<file path="config.mk">
export PLATFORM = sky130hd
export DESIGN_NAME = asic_function_interface_axi_regs_mc
export DESIGN_NICKNAME = d
export VERILOG_FILES = /design/src/rtl/asic_if_pkg.sv /design/src/rtl/asic_channel_regs.sv /design/src/rtl/asic_function_interface_axi_regs_mc.sv
export SDC_FILE = /design/constraint.sdc
export NUM_CORES = 1
export LEC_CHECK = 0
export BUFFER_PORTS_ARGS = -buffer_cell sky130_fd_sc_hd__buf_4
export CAP_MARGIN = 40
export CELL_PAD_IN_SITES_DETAIL_PLACEMENT = 0
export CELL_PAD_IN_SITES_GLOBAL_PLACEMENT = 1
export CORE_ASPECT_RATIO = 1.2
export CORE_MARGIN = 2
export CORE_UTILIZATION = 33
export DETAILED_ROUTE_END_ITERATION = 12
export MAX_ROUTING_LAYER = met4
export PLACE_DENSITY_LB_ADDON = 0.1
export RECOVER_POWER = 25
export SLEW_MARGIN = 20
export SYNTH_ARGS = -nofsm -noshare
export SYNTH_HDL_FRONTEND = slang
export SYNTH_SLANG_ARGS = --single-unit
export TNS_END_PERCENT = 5
</file>
<file path="constraint.sdc">
create_clock -name S_AXI_ACLK -period 2.78 [get_ports S_AXI_ACLK]
set_input_delay 0.417 -clock S_AXI_ACLK [delete_from_list [all_inputs] [get_ports S_AXI_ACLK]]
set_output_delay 0.417 -clock S_AXI_ACLK [all_outputs]
set_load 0.05 [all_outputs]
</file>
<file path="src/rtl/asic_if_pkg.sv">
// Shared definitions for the multi-channel ASIC function register interface.
// Holds the per-channel register offsets, the INFO register address and ID,
// the AXI response codes, the write-channel FSM states and the address
// decode helper. The top level and the channel register block import it.
package asic_if_pkg;

  // Byte offsets inside a 16-byte channel window.
  localparam logic [3:0] CTRL_OFF = 4'h0;
  localparam logic [3:0] DOUT_OFF = 4'h4;
  localparam logic [3:0] DIN_OFF  = 4'h8;
  localparam logic [3:0] STAT_OFF = 4'hC;

  localparam logic [8:0]  INFO_ADDR = 9'h100;
  localparam logic [15:0] INFO_ID   = 16'h0A51;

  localparam logic [1:0] RESP_OKAY   = 2'b00;
  localparam logic [1:0] RESP_SLVERR = 2'b10;

  typedef enum logic [2:0] {
    W_IDLE,
    W_HAVE_AW,
    W_HAVE_W,
    W_COMMIT,
    W_RESP
  } wr_state_e;

  // Word address ADDR[8:2] -> 1 if it hits INFO or an existing channel.
  function automatic logic addr_mapped(input logic [8:2] a, input int nc);
    if (a[8]) return (a == INFO_ADDR[8:2]);
    return (int'(a[7:4]) < nc);
  endfunction

endpackage

</file>
<file path="src/rtl/asic_channel_regs.sv">
// One ASIC function channel: CTRL (mode + write-1 start), DATA_OUT,
// DATA_IN (captured on asic_done) and STATUS (busy, sticky W1C done).
// Ports:
//   clk, rst_n        clock, asynchronous active-low reset
//   wr_en, wr_off     commit strobe and byte offset of the committed write
//   wdata, wstrb      committed write data and byte strobes
//   rd_off, rd_data   combinational read of the register at rd_off
//   asic_start        one-cycle start pulse, the cycle after the commit
//   asic_mode         CTRL[31:1]
//   asic_data_out     DATA_OUT register
//   asic_data_in      result data, captured when asic_done is high
//   asic_done         one-cycle completion pulse
module asic_channel_regs
  import asic_if_pkg::*;
#(
  parameter int DW = 32
) (
  input  logic          clk,
  input  logic          rst_n,
  input  logic          wr_en,
  input  logic [3:0]    wr_off,
  input  logic [31:0]   wdata,
  input  logic [3:0]    wstrb,
  input  logic [3:0]    rd_off,
  output logic [31:0]   rd_data,
  output logic          asic_start,
  output logic [30:0]   asic_mode,
  output logic [DW-1:0] asic_data_out,
  input  logic [DW-1:0] asic_data_in,
  input  logic          asic_done
);

  logic [30:0]   mode_q, mode_d;
  logic [DW-1:0] dout_q, dout_d;
  logic [DW-1:0] din_q, din_d;
  logic          busy_q, busy_d;
  logic          done_q, done_d;
  logic          start_q, start_d;
  logic [31:0]   be_mask;

  always_comb begin
    be_mask = {{8{wstrb[3]}}, {8{wstrb[2]}}, {8{wstrb[1]}}, {8{wstrb[0]}}};
    mode_d  = mode_q;
    dout_d  = dout_q;
    din_d   = din_q;
    busy_d  = busy_q;
    done_d  = done_q;
    start_d = 1'b0;
    if (wr_en) begin
      case (wr_off)
        CTRL_OFF: begin
          mode_d = (mode_q & ~be_mask[31:1]) | (wdata[31:1] & be_mask[31:1]);
          // A start request while a run is in progress is dropped silently.
          start_d = wdata[0] && wstrb[0] && !busy_q;
        end
        DOUT_OFF: dout_d = (dout_q & ~be_mask[DW-1:0]) | (wdata[DW-1:0] & be_mask[DW-1:0]);
        STAT_OFF: if (wdata[1] && wstrb[0]) done_d = 1'b0;
        default: ;
      endcase
    end
    // Completion is applied after the W1C so that a same-cycle set wins.
    if (asic_done) begin
      busy_d = 1'b0;
      done_d = 1'b1;
      din_d  = asic_data_in;
    end
    // A same-cycle accepted start keeps the channel busy.
    if (start_d) busy_d = 1'b1;
  end

  always_ff @(posedge clk or negedge rst_n) begin
    if (!rst_n) begin
      mode_q  <= '0;
      dout_q  <= '0;
      din_q   <= '0;
      busy_q  <= 1'b0;
      done_q  <= 1'b0;
      start_q <= 1'b0;
    end else begin
      mode_q  <= mode_d;
      dout_q  <= dout_d;
      din_q   <= din_d;
      busy_q  <= busy_d;
      done_q  <= done_d;
      start_q <= start_d;
    end
  end

  always_comb begin
    rd_data = '0;
    case (rd_off)
      CTRL_OFF: rd_data = {mode_q, 1'b0};
      DOUT_OFF: rd_data[DW-1:0] = dout_q;
      DIN_OFF:  rd_data[DW-1:0] = din_q;
      STAT_OFF: rd_data[1:0] = {done_q, busy_q};
      default:  rd_data = '0;
    endcase
  end

  assign asic_start    = start_q;
  assign asic_mode     = mode_q;
  assign asic_data_out = dout_q;

endmodule

</file>
<file path="src/rtl/asic_function_interface_axi_regs_mc.sv">
// AXI4-Lite slave register file fronting NUM_CHANNELS ASIC function
// channels, each at byte base c*0x10, plus a read-only INFO word at 0x100.
// Ports: S_AXI_* is the AXI4-Lite slave (clock, active-low async reset,
// AW/W/B write channels, AR/R read channels); asic_* are the per-channel
// start pulse, mode, data out, data in and done pulse, channel c in slice c.
// Handshake: every channel transfers on a cycle where VALID and READY are
// both high at the rising clock edge; a source holds VALID and its payload
// stable until that edge, and the slave holds BVALID/BRESP and
// RVALID/RDATA/RRESP stable until BREADY/RREADY is seen.
module asic_function_interface_axi_regs_mc
  import asic_if_pkg::*;
#(
  parameter int C_S_AXI_ACLK_FREQ_HZ = 100000000,
  parameter int C_S_AXI_DATA_WIDTH   = 32,
  parameter int C_S_AXI_ADDR_WIDTH   = 9,
  parameter int NUM_CHANNELS         = 4,
  parameter int ASIC_DATA_WIDTH      = 32
) (
  input  logic                                    S_AXI_ACLK,
  input  logic                                    S_AXI_ARESETN,
  input  logic [C_S_AXI_ADDR_WIDTH-1:0]           S_AXI_AWADDR,
  input  logic                                    S_AXI_AWVALID,
  output logic                                    S_AXI_AWREADY,
  input  logic [C_S_AXI_DATA_WIDTH-1:0]           S_AXI_WDATA,
  input  logic [C_S_AXI_DATA_WIDTH/8-1:0]         S_AXI_WSTRB,
  input  logic                                    S_AXI_WVALID,
  output logic                                    S_AXI_WREADY,
  output logic [1:0]                              S_AXI_BRESP,
  output logic                                    S_AXI_BVALID,
  input  logic                                    S_AXI_BREADY,
  input  logic [C_S_AXI_ADDR_WIDTH-1:0]           S_AXI_ARADDR,
  input  logic                                    S_AXI_ARVALID,
  output logic                                    S_AXI_ARREADY,
  output logic [C_S_AXI_DATA_WIDTH-1:0]           S_AXI_RDATA,
  output logic [1:0]                              S_AXI_RRESP,
  output logic                                    S_AXI_RVALID,
  input  logic                                    S_AXI_RREADY,
  output logic [NUM_CHANNELS-1:0]                 asic_start,
  output logic [NUM_CHANNELS*31-1:0]              asic_mode,
  output logic [NUM_CHANNELS*ASIC_DATA_WIDTH-1:0] asic_data_out,
  input  logic [NUM_CHANNELS*ASIC_DATA_WIDTH-1:0] asic_data_in,
  input  logic [NUM_CHANNELS-1:0]                 asic_done
);

  wr_state_e         state_q, state_d;
  logic [8:2]        awaddr_q, awaddr_d;
  logic [31:0]       wdata_q, wdata_d;
  logic [3:0]        wstrb_q, wstrb_d;
  logic [1:0]        bresp_q, bresp_d;
  logic              rvalid_q, rvalid_d;
  logic [31:0]       rdata_q, rdata_d;
  logic [1:0]        rresp_q, rresp_d;
  logic              aw_fire, w_fire, ar_fire, commit;
  logic [31:0]       rd_val;
  logic [31:0]       ch_rdata [NUM_CHANNELS];
  logic [NUM_CHANNELS-1:0] ch_wr_en;

  // ---------------- write FSM: state register ----------------
  always_ff @(posedge S_AXI_ACLK or negedge S_AXI_ARESETN) begin
    if (!S_AXI_ARESETN) state_q <= W_IDLE;
    else                state_q <= state_d;
  end

  // ---------------- write FSM: next state ----------------
  always_comb begin
    state_d = state_q;
    case (state_q)
      W_IDLE, W_RESP: begin
        // Leaving W_RESP needs BREADY; the READYs reopen in that same cycle.
        if (state_q == W_IDLE || S_AXI_BREADY) begin
          if (aw_fire && w_fire) state_d = W_COMMIT;
          else if (aw_fire)      state_d = W_HAVE_AW;
          else if (w_fire)       state_d = W_HAVE_W;
          else                   state_d = W_IDLE;
        end
      end
      W_HAVE_AW: if (w_fire)  state_d = W_COMMIT;
      W_HAVE_W:  if (aw_fire) state_d = W_COMMIT;
      W_COMMIT:  state_d = W_RESP;
      default:   state_d = W_IDLE;
    endcase
  end

  // ---------------- write FSM: outputs ----------------
  always_comb begin
    S_AXI_AWREADY = (state_q == W_IDLE) || (state_q == W_HAVE_W) ||
                    ((state_q == W_RESP) && S_AXI_BREADY);
    S_AXI_WREADY  = (state_q == W_IDLE) || (state_q == W_HAVE_AW) ||
                    ((state_q == W_RESP) && S_AXI_BREADY);
    S_AXI_BVALID  = (state_q == W_RESP);
    commit        = (state_q == W_COMMIT);
  end

  assign aw_fire = S_AXI_AWVALID && S_AXI_AWREADY;
  assign w_fire  = S_AXI_WVALID && S_AXI_WREADY;
  assign ar_fire = S_AXI_ARVALID && !rvalid_q;

  // ---------------- address decode and read mux ----------------
  always_comb begin
    rd_val = '0;
    if (S_AXI_ARADDR[8]) begin
      if (S_AXI_ARADDR[8:2] == INFO_ADDR[8:2])
        rd_val = {INFO_ID, 8'd0, 8'(NUM_CHANNELS)};
    end else begin
      for (int c = 0; c < NUM_CHANNELS; c++)
        if (S_AXI_ARADDR[7:4] == 4'(c)) rd_val = ch_rdata[c];
    end
  end

  always_comb begin
    for (int c = 0; c < NUM_CHANNELS; c++)
      ch_wr_en[c] = commit && !awaddr_q[8] && (awaddr_q[7:4] == 4'(c));
  end

  // ---------------- AXI datapath ----------------
  always_comb begin
    awaddr_d = aw_fire ? S_AXI_AWADDR[8:2] : awaddr_q;
    wdata_d  = w_fire  ? S_AXI_WDATA : wdata_q;
    wstrb_d  = w_fire  ? S_AXI_WSTRB : wstrb_q;
    bresp_d  = bresp_q;
    if (commit) bresp_d = addr_mapped(awaddr_q, NUM_CHANNELS) ? RESP_OKAY : RESP_SLVERR;
    rvalid_d = rvalid_q;
    rdata_d  = rdata_q;
    rresp_d  = rresp_q;
    if (rvalid_q && S_AXI_RREADY) rvalid_d = 1'b0;
    // Captured from the current flop values, so a same-cycle write is not seen.
    if (ar_fire) begin
      rvalid_d = 1'b1;
      rdata_d  = rd_val;
      rresp_d  = addr_mapped(S_AXI_ARADDR[8:2], NUM_CHANNELS) ? RESP_OKAY : RESP_SLVERR;
    end
  end

  always_ff @(posedge S_AXI_ACLK or negedge S_AXI_ARESETN) begin
    if (!S_AXI_ARESETN) begin
      awaddr_q <= '0;
      wdata_q  <= '0;
      wstrb_q  <= '0;
      bresp_q  <= RESP_OKAY;
      rvalid_q <= 1'b0;
      rdata_q  <= '0;
      rresp_q  <= RESP_OKAY;
    end else begin
      awaddr_q <= awaddr_d;
      wdata_q  <= wdata_d;
      wstrb_q  <= wstrb_d;
      bresp_q  <= bresp_d;
      rvalid_q <= rvalid_d;
      rdata_q  <= rdata_d;
      rresp_q  <= rresp_d;
    end
  end

  assign S_AXI_BRESP   = bresp_q;
  assign S_AXI_ARREADY = !rvalid_q;
  assign S_AXI_RVALID  = rvalid_q;
  assign S_AXI_RDATA   = rdata_q;
  assign S_AXI_RRESP   = rresp_q;

  // ---------------- channels ----------------
  for (genvar c = 0; c < NUM_CHANNELS; c++) begin : g_ch
    asic_channel_regs #(.DW(ASIC_DATA_WIDTH)) u_ch (
      .clk           (S_AXI_ACLK),
      .rst_n         (S_AXI_ARESETN),
      .wr_en         (ch_wr_en[c]),
      .wr_off        ({awaddr_q[3:2], 2'b00}),
      .wdata         (wdata_q),
      .wstrb         (wstrb_q),
      .rd_off        ({S_AXI_ARADDR[3:2], 2'b00}),
      .rd_data       (ch_rdata[c]),
      .asic_start    (asic_start[c]),
      .asic_mode     (asic_mode[c*31 +: 31]),
      .asic_data_out (asic_data_out[c*ASIC_DATA_WIDTH +: ASIC_DATA_WIDTH]),
      .asic_data_in  (asic_data_in[c*ASIC_DATA_WIDTH +: ASIC_DATA_WIDTH]),
      .asic_done     (asic_done[c])
    );
  end

  // Address bits outside [8:2] and the clock-frequency parameter carry no logic.
  logic unused_ok;
  assign unused_ok = &{1'b0, S_AXI_AWADDR, S_AXI_ARADDR, (C_S_AXI_ACLK_FREQ_HZ != 0)};

endmodule

</file>
==> impl_metrics.csv <==
group,metric,value,unit
status,outcome,"finished with violations",
status,violations,"max-capacitance violations, max-slew violations",
setup_path,slowest_delay,0.55,ns
cells_and_area,drive_above_1_share,50.0,%
setup_path,worstPathRequired,3.27,ns
global_route,grt_pass1_vias,16700,
clock_network,cts.sinks,473,
synth,synth-seq-cells,473,
floorplan,fp.dieH,282,microns
pwr,p_sw,0.00866,W
placement,numPortBuffers,483,
setup_path,crit_chain,"nand3b_4 > or4_1 > or3_1 > buf_4 > nor2_8 > mux2_2",
pwr,p_clk_share,31.5,%
global_route,grt_pass1_wl,118000,microns
pwr,leakage,13.8,nW
synth,synth_edf_count,0,
clock_network,htreeDepth,2,
pwr,finalPower,0.0236,W
global_route,antenna_found_initial,5,
routing,first_iter_violations,863,
synth,yosysWarnings,0,
hold_path,hold_path.class,"in -> reg",
synth,async_flop_share,100,%
floorplan,die_area,66400,sq um
synth,synthCells,1636,
setup_path,cp_top_family,"simple AND/OR/NAND/NOR gates",
global_route,grt_start_max_net_pins,91,
setup_path,cp.buffers_inverters,1,
cells_and_area,layout_commonest_cell,"buf_4",
setup_path,start_kind,"flip-flop",
setup_path,cpMaxStageDelayCell,"or4_1",
run,drv_cap,2,
synth,ys_seq_area_share,55.8,%
routing,wirelength,81300,microns
routing,remaining_drc_errors,0,
setup_path,reg2reg_slack,0.20,ns
clock_network,clk_latency,0.61,ns
placement,dp_hpwl,57800,microns
routing,vias_per_cell,5.21,
pwr,combPwrFrac,27.6,%
sta,fin_worst_skew,0.0205,ns
pwr,p_seq_share,40.9,%
setup_path,crit_type,"reg -> reg",
sta,slew_headroom,-5.70,%
setup_path,endpoint_kind,"flip-flop",
routing,vias,15700,
placement,place.gp.congestion,0.833,
sta,finalSetupViolations,0,
clock_network,cts_buffers,54,
pwr,p_per_area,842,nW/um^2
clock_network,cts_tree,"done",
floorplan,die_w,236,microns
synth,synth_area,21200,sq um
setup_path,critPathMaxFanout,8,
routing,wl_per_cell,27.0,microns
placement,dp_worst_setup_slack,0.191,ns
sta,fin_setup_tns,0,ns
sta,finalCriticalPeriod,2.58,ns
synth,ys.flop_type,"dfrtp_1",
cells_and_area,mostFrequentLayoutCells,"517 x buf_4, 473 x dfrtp_1, 421 x mux2_2, 125 x nor2_1, 122 x mux2i_1",
setup_path,worstPathArrival,3.07,ns
cells_and_area,syn2layout_area_growth,31.9,%
floorplan,num_rows,101,
global_route,overflow,0,
sta,drv_slew,80,
routing,drtAntennaViolNets,0,
clock_network,cts_setup_buffers,0,
sta,rsz0062_at_grt,"no",
sta,worst_pin_slew,1.59,ns
cells_and_area,nNetsFinal,2330,
clock_network,path_clk_slew,0.06,ns
pwr,vdd_drop_max,0.527,mV
synth,synth_cell_types,52,
clock_network,cts_buffer_depth,3,
clock_network,holdBufCountCts,2,
sta,hold_viol,0,
routing,drtPass1Iterations,5,
floorplan,pin_count,490,
synth,syn_avg_cell_area,13.0,sq um
sta,timing.hold.ws,0.0392,ns
clock_network,cts_root_buf,"clkbuf_16",
floorplan,start_util,33.5,%
global_route,track_usage,25.0,%
pwr,swShare,36.8,%
sta,layout_setup_ws,0.198,ns
clock_network,cts_resized,0,
sta,min_period_over_period,92.9,%
sta,max_freq,387,MHz
floorplan,core_area,63400,sq um
pwr,p_int,0.0149,W
cells in the mapped netlist (6+ instances only):
| master | number | share of area [%] |
|---|---|---|
| a211oi_1 | 22 | 0.78 |
| a22oi_1 | 9 | 0.32 |
| buf_2 | 14 | 0.33 |
| clkbuf_1 | 64 | 1.1 |
| dfrtp_1 | 473 | 56 |
| nor3_1 | 7 | 0.17 |
| o211ai_1 | 7 | 0.25 |
| nor2_1 | 126 | 2.2 |
| nand2_2 | 8 | 0.24 |
| o21ai_0 | 33 | 0.78 |
| a21oi_1 | 108 | 2.5 |
| o22ai_1 | 23 | 0.68 |
| nand3_2 | 8 | 0.38 |
| buf_4 | 6 | 0.21 |
| mux2_2 | 421 | 22 |
| inv_1 | 8 | 0.14 |
| nor2_2 | 6 | 0.18 |
| buf_1 | 18 | 0.32 |
| nor2b_1 | 11 | 0.32 |
| a21o_1 | 6 | 0.21 |
| mux2_1 | 6 | 0.32 |
| a221o_1 | 24 | 1.1 |
| nand2_1 | 43 | 0.76 |
| mux2i_1 | 122 | 5.8 |
metal layers:
layer  vias to the layer above  global-route usage [%]  wire length (microns)
li1                       6977                       -                      -
met1                      8106                    30.0                  33000
met2                       474                    42.5                  41300
met3                       102                    5.99                   5200
met4                         0                    6.03                   1760
met5                         -                       -                      0
cell type report:
type                       count  area (sq um)
inverter                       8          30.0
fill                        6075         35400
clock inverter                16           236
sequential                   473         11800
multi-input combinational   1053          8970
tap                          824          1030
clock buffer                  82          1600
antenna                        5          12.5
timing repair buffer         547          4290
power by group through the flow:
stage	Sequential, W	Combinational (W)	Clock, W
floorplan	0.0112	0.00215	0
global placement	0.00975	0.00651	0
detailed placement	0.00979	0.00656	0
CTS	0.00968	0.00658	0.00762
global route	0.00987	0.00683	0.00790
finish	0.00964	0.00650	0.00743
per-stage QoR:
step                cell area, sq um  cells  util (%)
CTS                            28000   3003      44.2
floorplan                      21200   1637         -
finish                         28000   3008      44.1
global route                   28000   3008      44.1
global placement               26200   2903      41.3
detailed placement             26200   2903      41.3
kinds of logic (layout without fill, tap and decap cells):
| kind of cell | count (synthesis) | after routing | synth area share, % |
|---|---|---|---|
| muxes | 552 | 552 | 28.7 |
| buffers and inverters | 111 | 653 | 2.19 |
| DFF | 473 | 473 | 55.8 |
| AOI/OAI and AO/OA | 246 | 246 | 7.27 |
| and+or+nand+nor | 253 | 253 | 6.03 |
| other | 1 | 7 | 0.0177 |
worst register-to-register path: stages, from the launching register on:
cell      delay [ns]
dfrtp_1         0.44
nand3b_4        0.21
or4_1           0.56
or3_1           0.39
buf_4           0.23
nor2_8          0.27
mux2_2          0.38
worst paths after layout:
kind | startpoint | endpoint | cells after the start
worst max-delay path | state_q[2] | flip-flop | 6
worst min-delay path | S_AXI_AWADDR[4] | awaddr_q[4] | 3
worst max register to register | state_q[2] | flip-flop | 6
worst min register to register | S_AXI_RRESP[1] | S_AXI_RRESP[1] | 2
max in group asynchronous | S_AXI_ARESETN | g_ch[3].u_ch.din_q[9] | 3
min in group asynchronous | S_AXI_ARESETN | g_ch[1].u_ch.din_q[5] | 2
(Power assumes the default switching activity.)
